<file path="src/rtl/pipe_stall_ctrl.sv">
// Pipeline hazard/stall controller: load-use stall, taken-branch flush and
// data-memory wait freeze, with a timeout that latches into a sticky error state.
module pipe_stall_ctrl #(
  parameter int TIMEOUT = 255,
  parameter int CNT_W   = 16
) (
  input  logic             CLK,
  input  logic             RST,
  input  logic [31:0]      INSTR_IF_ID_IN,
  input  logic [31:0]      INSTR_ID_EX_IN,
  input  logic             ID_EX_MEMREAD_IN,
  input  logic             BRANCH_TAKEN_EX_IN,
  input  logic             DMEM_REQ_IN,
  input  logic             DMEM_READY_IN,
  output logic             PC_EN_OUT,
  output logic             IF_ID_EN_OUT,
  output logic             ID_EX_EN_OUT,
  output logic             EX_MEM_EN_OUT,
  output logic             IF_ID_FLUSH_OUT,
  output logic             ID_EX_BUBBLE_OUT,
  output logic             MEM_WB_BUBBLE_OUT,
  output logic [CNT_W-1:0] STALL_CNT_OUT,
  output logic [1:0]       STATE_OUT,
  output logic             ERR_OUT
);

  typedef enum logic [1:0] {
    ST_RUN      = 2'b00,
    ST_MEM_WAIT = 2'b01,
    ST_ERROR    = 2'b10,
    ST_ILLEGAL  = 2'b11
  } state_t;

  localparam logic [7:0] TIMEOUT_L = TIMEOUT[7:0];

  state_t           r_state;
  state_t           w_nextState;
  logic [7:0]       r_waitCnt;
  logic [7:0]       w_nextWaitCnt;
  logic [CNT_W-1:0] r_stallCnt;

  logic [6:0] w_opcode;
  logic [4:0] w_rs1;
  logic [4:0] w_rs2;
  logic [4:0] w_rd;
  logic       w_rs1Used;
  logic       w_rs2Used;
  logic       w_loadUse;
  logic       w_memWait;
  logic       w_freeze;
  logic       w_runEvents;
  logic       w_unused;

  assign w_opcode = INSTR_IF_ID_IN[6:0];
  assign w_rs1    = INSTR_IF_ID_IN[19:15];
  assign w_rs2    = INSTR_IF_ID_IN[24:20];
  assign w_rd     = INSTR_ID_EX_IN[11:7];
  assign w_unused = ^{INSTR_IF_ID_IN[31:25], INSTR_IF_ID_IN[14:7],
                      INSTR_ID_EX_IN[31:12], INSTR_ID_EX_IN[6:0]};

  // LUI, AUIPC and JAL carry immediate bits in the rs1 field
  assign w_rs1Used = !((w_opcode == 7'b0110111) || (w_opcode == 7'b0010111) ||
                       (w_opcode == 7'b1101111));
  assign w_rs2Used = (w_opcode == 7'b0110011) || (w_opcode == 7'b0100011) ||
                     (w_opcode == 7'b1100011);

  assign w_loadUse = ID_EX_MEMREAD_IN && (w_rd != 5'd0) &&
                     ((w_rs1Used && (w_rs1 == w_rd)) || (w_rs2Used && (w_rs2 == w_rd)));
  assign w_memWait = DMEM_REQ_IN && !DMEM_READY_IN;

  always_comb begin
    w_nextState   = r_state;
    w_nextWaitCnt = r_waitCnt;
    w_freeze      = 1'b0;
    w_runEvents   = 1'b0;
    case (r_state)
      ST_RUN: begin
        if (w_memWait) begin
          w_freeze      = 1'b1;
          w_nextState   = ST_MEM_WAIT;
          w_nextWaitCnt = 8'd1;
        end else begin
          w_runEvents = 1'b1;
        end
      end
      ST_MEM_WAIT: begin
        // A ready arriving on the timeout cycle still completes the access
        if (!DMEM_READY_IN) begin
          w_freeze = 1'b1;
          if (r_waitCnt == TIMEOUT_L) begin
            w_nextState = ST_ERROR;
          end else begin
            w_nextWaitCnt = r_waitCnt + 8'd1;
          end
        end else begin
          w_runEvents   = 1'b1;
          w_nextState   = ST_RUN;
          w_nextWaitCnt = 8'd0;
        end
      end
      default: begin
        w_freeze = 1'b1;
      end
    endcase
  end

  always_comb begin
    PC_EN_OUT         = 1'b1;
    IF_ID_EN_OUT      = 1'b1;
    ID_EX_EN_OUT      = 1'b1;
    EX_MEM_EN_OUT     = 1'b1;
    IF_ID_FLUSH_OUT   = 1'b0;
    ID_EX_BUBBLE_OUT  = 1'b0;
    MEM_WB_BUBBLE_OUT = 1'b0;
    if (!RST) begin
      if (w_freeze) begin
        PC_EN_OUT         = 1'b0;
        IF_ID_EN_OUT      = 1'b0;
        ID_EX_EN_OUT      = 1'b0;
        EX_MEM_EN_OUT     = 1'b0;
        MEM_WB_BUBBLE_OUT = 1'b1;
      end else if (w_runEvents && BRANCH_TAKEN_EX_IN) begin
        IF_ID_FLUSH_OUT  = 1'b1;
        ID_EX_BUBBLE_OUT = 1'b1;
      end else if (w_runEvents && w_loadUse) begin
        PC_EN_OUT        = 1'b0;
        IF_ID_EN_OUT     = 1'b0;
        ID_EX_BUBBLE_OUT = 1'b1;
      end
    end
  end

  always_ff @(posedge CLK) begin
    if (RST) begin
      r_state    <= ST_RUN;
      r_waitCnt  <= 8'd0;
      r_stallCnt <= '0;
    end else begin
      r_state   <= w_nextState;
      r_waitCnt <= w_nextWaitCnt;
      if (!PC_EN_OUT && (r_stallCnt != {CNT_W{1'b1}})) begin
        r_stallCnt <= r_stallCnt + 1'b1;
      end
    end
  end

  assign STALL_CNT_OUT = r_stallCnt;
  assign STATE_OUT     = r_state;
  assign ERR_OUT       = (r_state == ST_ERROR) || (r_state == ST_ILLEGAL);

endmodule

</file>
<file path="config.mk">
export PLATFORM = sky130hd
export DESIGN_NAME = pipe_stall_ctrl
export DESIGN_NICKNAME = d
export VERILOG_FILES = /design/src/rtl/pipe_stall_ctrl.sv
export SDC_FILE = /design/constraint.sdc
export NUM_CORES = 1
export LEC_CHECK = 0
export CAP_MARGIN = 10
export CELL_PAD_IN_SITES_DETAIL_PLACEMENT = 1
export CELL_PAD_IN_SITES_GLOBAL_PLACEMENT = 2
export CORE_MARGIN = 10
export CORE_UTILIZATION = 21
export CTS_BUF_LIST = sky130_fd_sc_hd__clkbuf_2
export DETAILED_ROUTE_END_ITERATION = 16
export GPL_TIMING_DRIVEN = 0
export PLACE_DENSITY_LB_ADDON = 0.1
export SLEW_MARGIN = 20
export SYNTH_ARGS = -nofsm -noshare
export SYNTH_HDL_FRONTEND = slang
export SYNTH_SLANG_ARGS = --single-unit
</file>
<file path="constraint.sdc">
create_clock -name CLK -period 4 [get_ports CLK]
set_clock_uncertainty 0.1 [all_clocks]
set_input_delay 0.8 -clock CLK [delete_from_list [all_inputs] [get_ports CLK]]
set_output_delay 0.8 -clock CLK [all_outputs]
set_load 0.005 [all_outputs]
</file>
==> flow_summary.ini <==
[drt]
drc = 0
vias_per_cell = 4.770
drt_iter0_markers = 20
ant_nets = 0
wirelength_um = 5516
wire_per_inst_um = 15.49
drtPass1Iterations = 3
vias = 1698

[synthesis]
syn_area_um2 = 1614
yosys.area.top_type = dfxtp_1
yosysMostFrequentCell = dfxtp_1
synth_cell_types = 47
synth-edff-count = 0
synth_top_cell_area_share_pct = 32.25
synth_area_leaders = dfxtp_1, xnor2_1, a21oi_1, nor2_1, o21ai_0
synthArstFlopShare_pct = 0
synth_area_per_cell_um2 = 7.990
synthesis.nets = 274
synth_common_cells = dfxtp_1, nor2_1, a21oi_1
ys_ff_latch = 26
syn_inst = 202
yosysWarnings = 0
synth_ff_type = dfxtp_1
ys_seq_area_share_pct = 32.25

[critical_path]
cp-startpoint = INSTR_IF_ID_IN[6]
crit_required_ns = 3.10
critPathKind = in -> out
critical_path_arrival_ns = 3.03
worstSetupEndpointType = output pin
cp_max_fo = 15
timing.rr.start = STALL_CNT_OUT[3]
start_kind = input port

[timing]
slew_viol_final = 0
maxSlewHeadroom_pct = 53.06
period_needed_ns = 3.929
finalCritPeriodShare_pct = 98.21
hold_viol = 0
rsz0062_at_grt = no
finalSetupTns_ns = 0
tightest_slew_ns = 0.6967
fin_hold_ws_ns = 0.4306
fmax_mhz = 254.5
setup_viol = 0

[grt]
antenna_found_initial = 0
grt_pass1_wl_um = 9094
grt-ovfl-total = 0
grt_max_degree = 16
grt_pass1_vias = 1833
grt_use_total_pct = 9.525

[hold_path]
hp-start = STALL_CNT_OUT[7]
hold_class = reg -> reg

[floorplanning]
rows = 31
coreArea_um2 = 7370
dieWidth_um = 107.7
fp.dieH_um = 107.7
start_util_pct = 21.90
die-area_um2 = 11590
ios = 96

[cells_and_area]
drive_gt1_share_pct = 7.782
nets = 330
n_antenna_cell = 0
syn_to_final_growth_pct = 44.65
stdcell_area_um2 = 2335
layoutNonFillerInstCount = 356

[clock_tree]
clockBufferDepth = 2
clk_latency_ns = 0.38
htreeDepth = 1
clock_sinks = 26
post-cts-setup-buffer-count = 0
cts_buffers = 3
cts_tree = built
cts-root-buf = clkbuf_2
clk_pin_slew_ns = 0.29

[placement]
dp.cells = 353
dpl-instance-area_um2 = 2258
gp_congestion = 0.7013
portBuffers = 52
hpwl_um = 4411

[power]
peakVddDrop_mv = 0.1003
powerDensity_nw_per_um2 = 229.0
p_leak_nw = 0.7780
finalPower_mw = 0.5346

[job]
max_cap_viol_count = 0

[status]
status = finished, final reports clean
-- what timing repair did --
item / CTS / global route
resized for setup: 7 / 3
endpoints found under the setup margin: 2 / 1
pin swaps: 2 / 2
cloned: 1 / 0
hold buffers: 0 / 0
-- cell families (layout without fill, tap and decap cells) --
logic type	after synthesis	after routing	synth area share (%)
compound gates	52	52	21.55
xor+xnor	14	14	7.597
fa+ha+maj	2	2	1.550
buf+inv	17	72	6.046
flops	26	26	32.25
mux	1	1	0.6976
simple gates	90	90	30.31
-- worst paths after layout --
kind,to,slack (ns),cells after the start
worst max-delay path,PC_EN_OUT,0.07,8
worst min-delay path,STALL_CNT_OUT[7],0.43,2
worst max register to register,STALL_CNT_OUT[13],1.51,6
worst min register to register,STALL_CNT_OUT[7],0.43,2
-- per-layer routing --
| metal | track usage (%) | part of all wire, % |
|---|---|---|
| met5 | 0 | 0 |
| met4 | 2.481 | 0.54 |
| met3 | 2.096 | 3.7 |
| met2 | 17.26 | 53 |
| met1 | 10.95 | 43 |
-- area by class of cell --
type	count	area, µm²
plain buffers	10	68.82
clock buffers	3	15.01
clock inverters	1	30.03
fillers	894	5035
inverters	5	18.77
multi-input cells	159	1003
flip-flops and latches	26	520.5
well taps	99	123.9
repair buffers	53	554.3
-- flip-flops by register name (all words and copies together), names as in the netlist --
register and cells:
STALL_CNT_OUT 16, STATE_OUT 2, r_waitCnt 8
-- metrics by stage --
stage / setup WS (ns) / utilization (%)
after floorplan: 0.7654 / -
after global placement: -0.4914 / 30.65
after detailed placement: -0.4519 / 30.65
after CTS: 0.01007 / 31.56
after global routing: 0.006805 / 31.68
final: 0.07145 / 31.68
-- cells in the final DEF, fill, tap and decap left out, drive strengths merged, types with 5 or more instances in the layout --
cell type,synthesis,final
nand4,8,8
or3,7,7
o21ai,12,12
buf,7,5
nor2b,5,5
nand3,9,9
nor2,18,18
inv,5,5
clkbuf,5,8
a21oi,15,15
nand2,14,14
dfxtp,26,26
clkdlybuf4s50,0,47
nor3,7,7
xnor2,12,12
-- where the power goes --
part           internal, mW  switching (mW)
sequential            0.263         0.00319
combinational        0.0554          0.0381
clock                0.0859          0.0894
-- critical path, stage by stage --
cell and delay (ns):
clkdlybuf4s50_1 0.42, and3_1 0.18, o2111a_1 0.25, or4b_4 0.49
and2_4 0.17, buf_12 0.14, buf_4 0.12, clkdlybuf4s50_1 0.44
(Power assumes the default switching activity.)
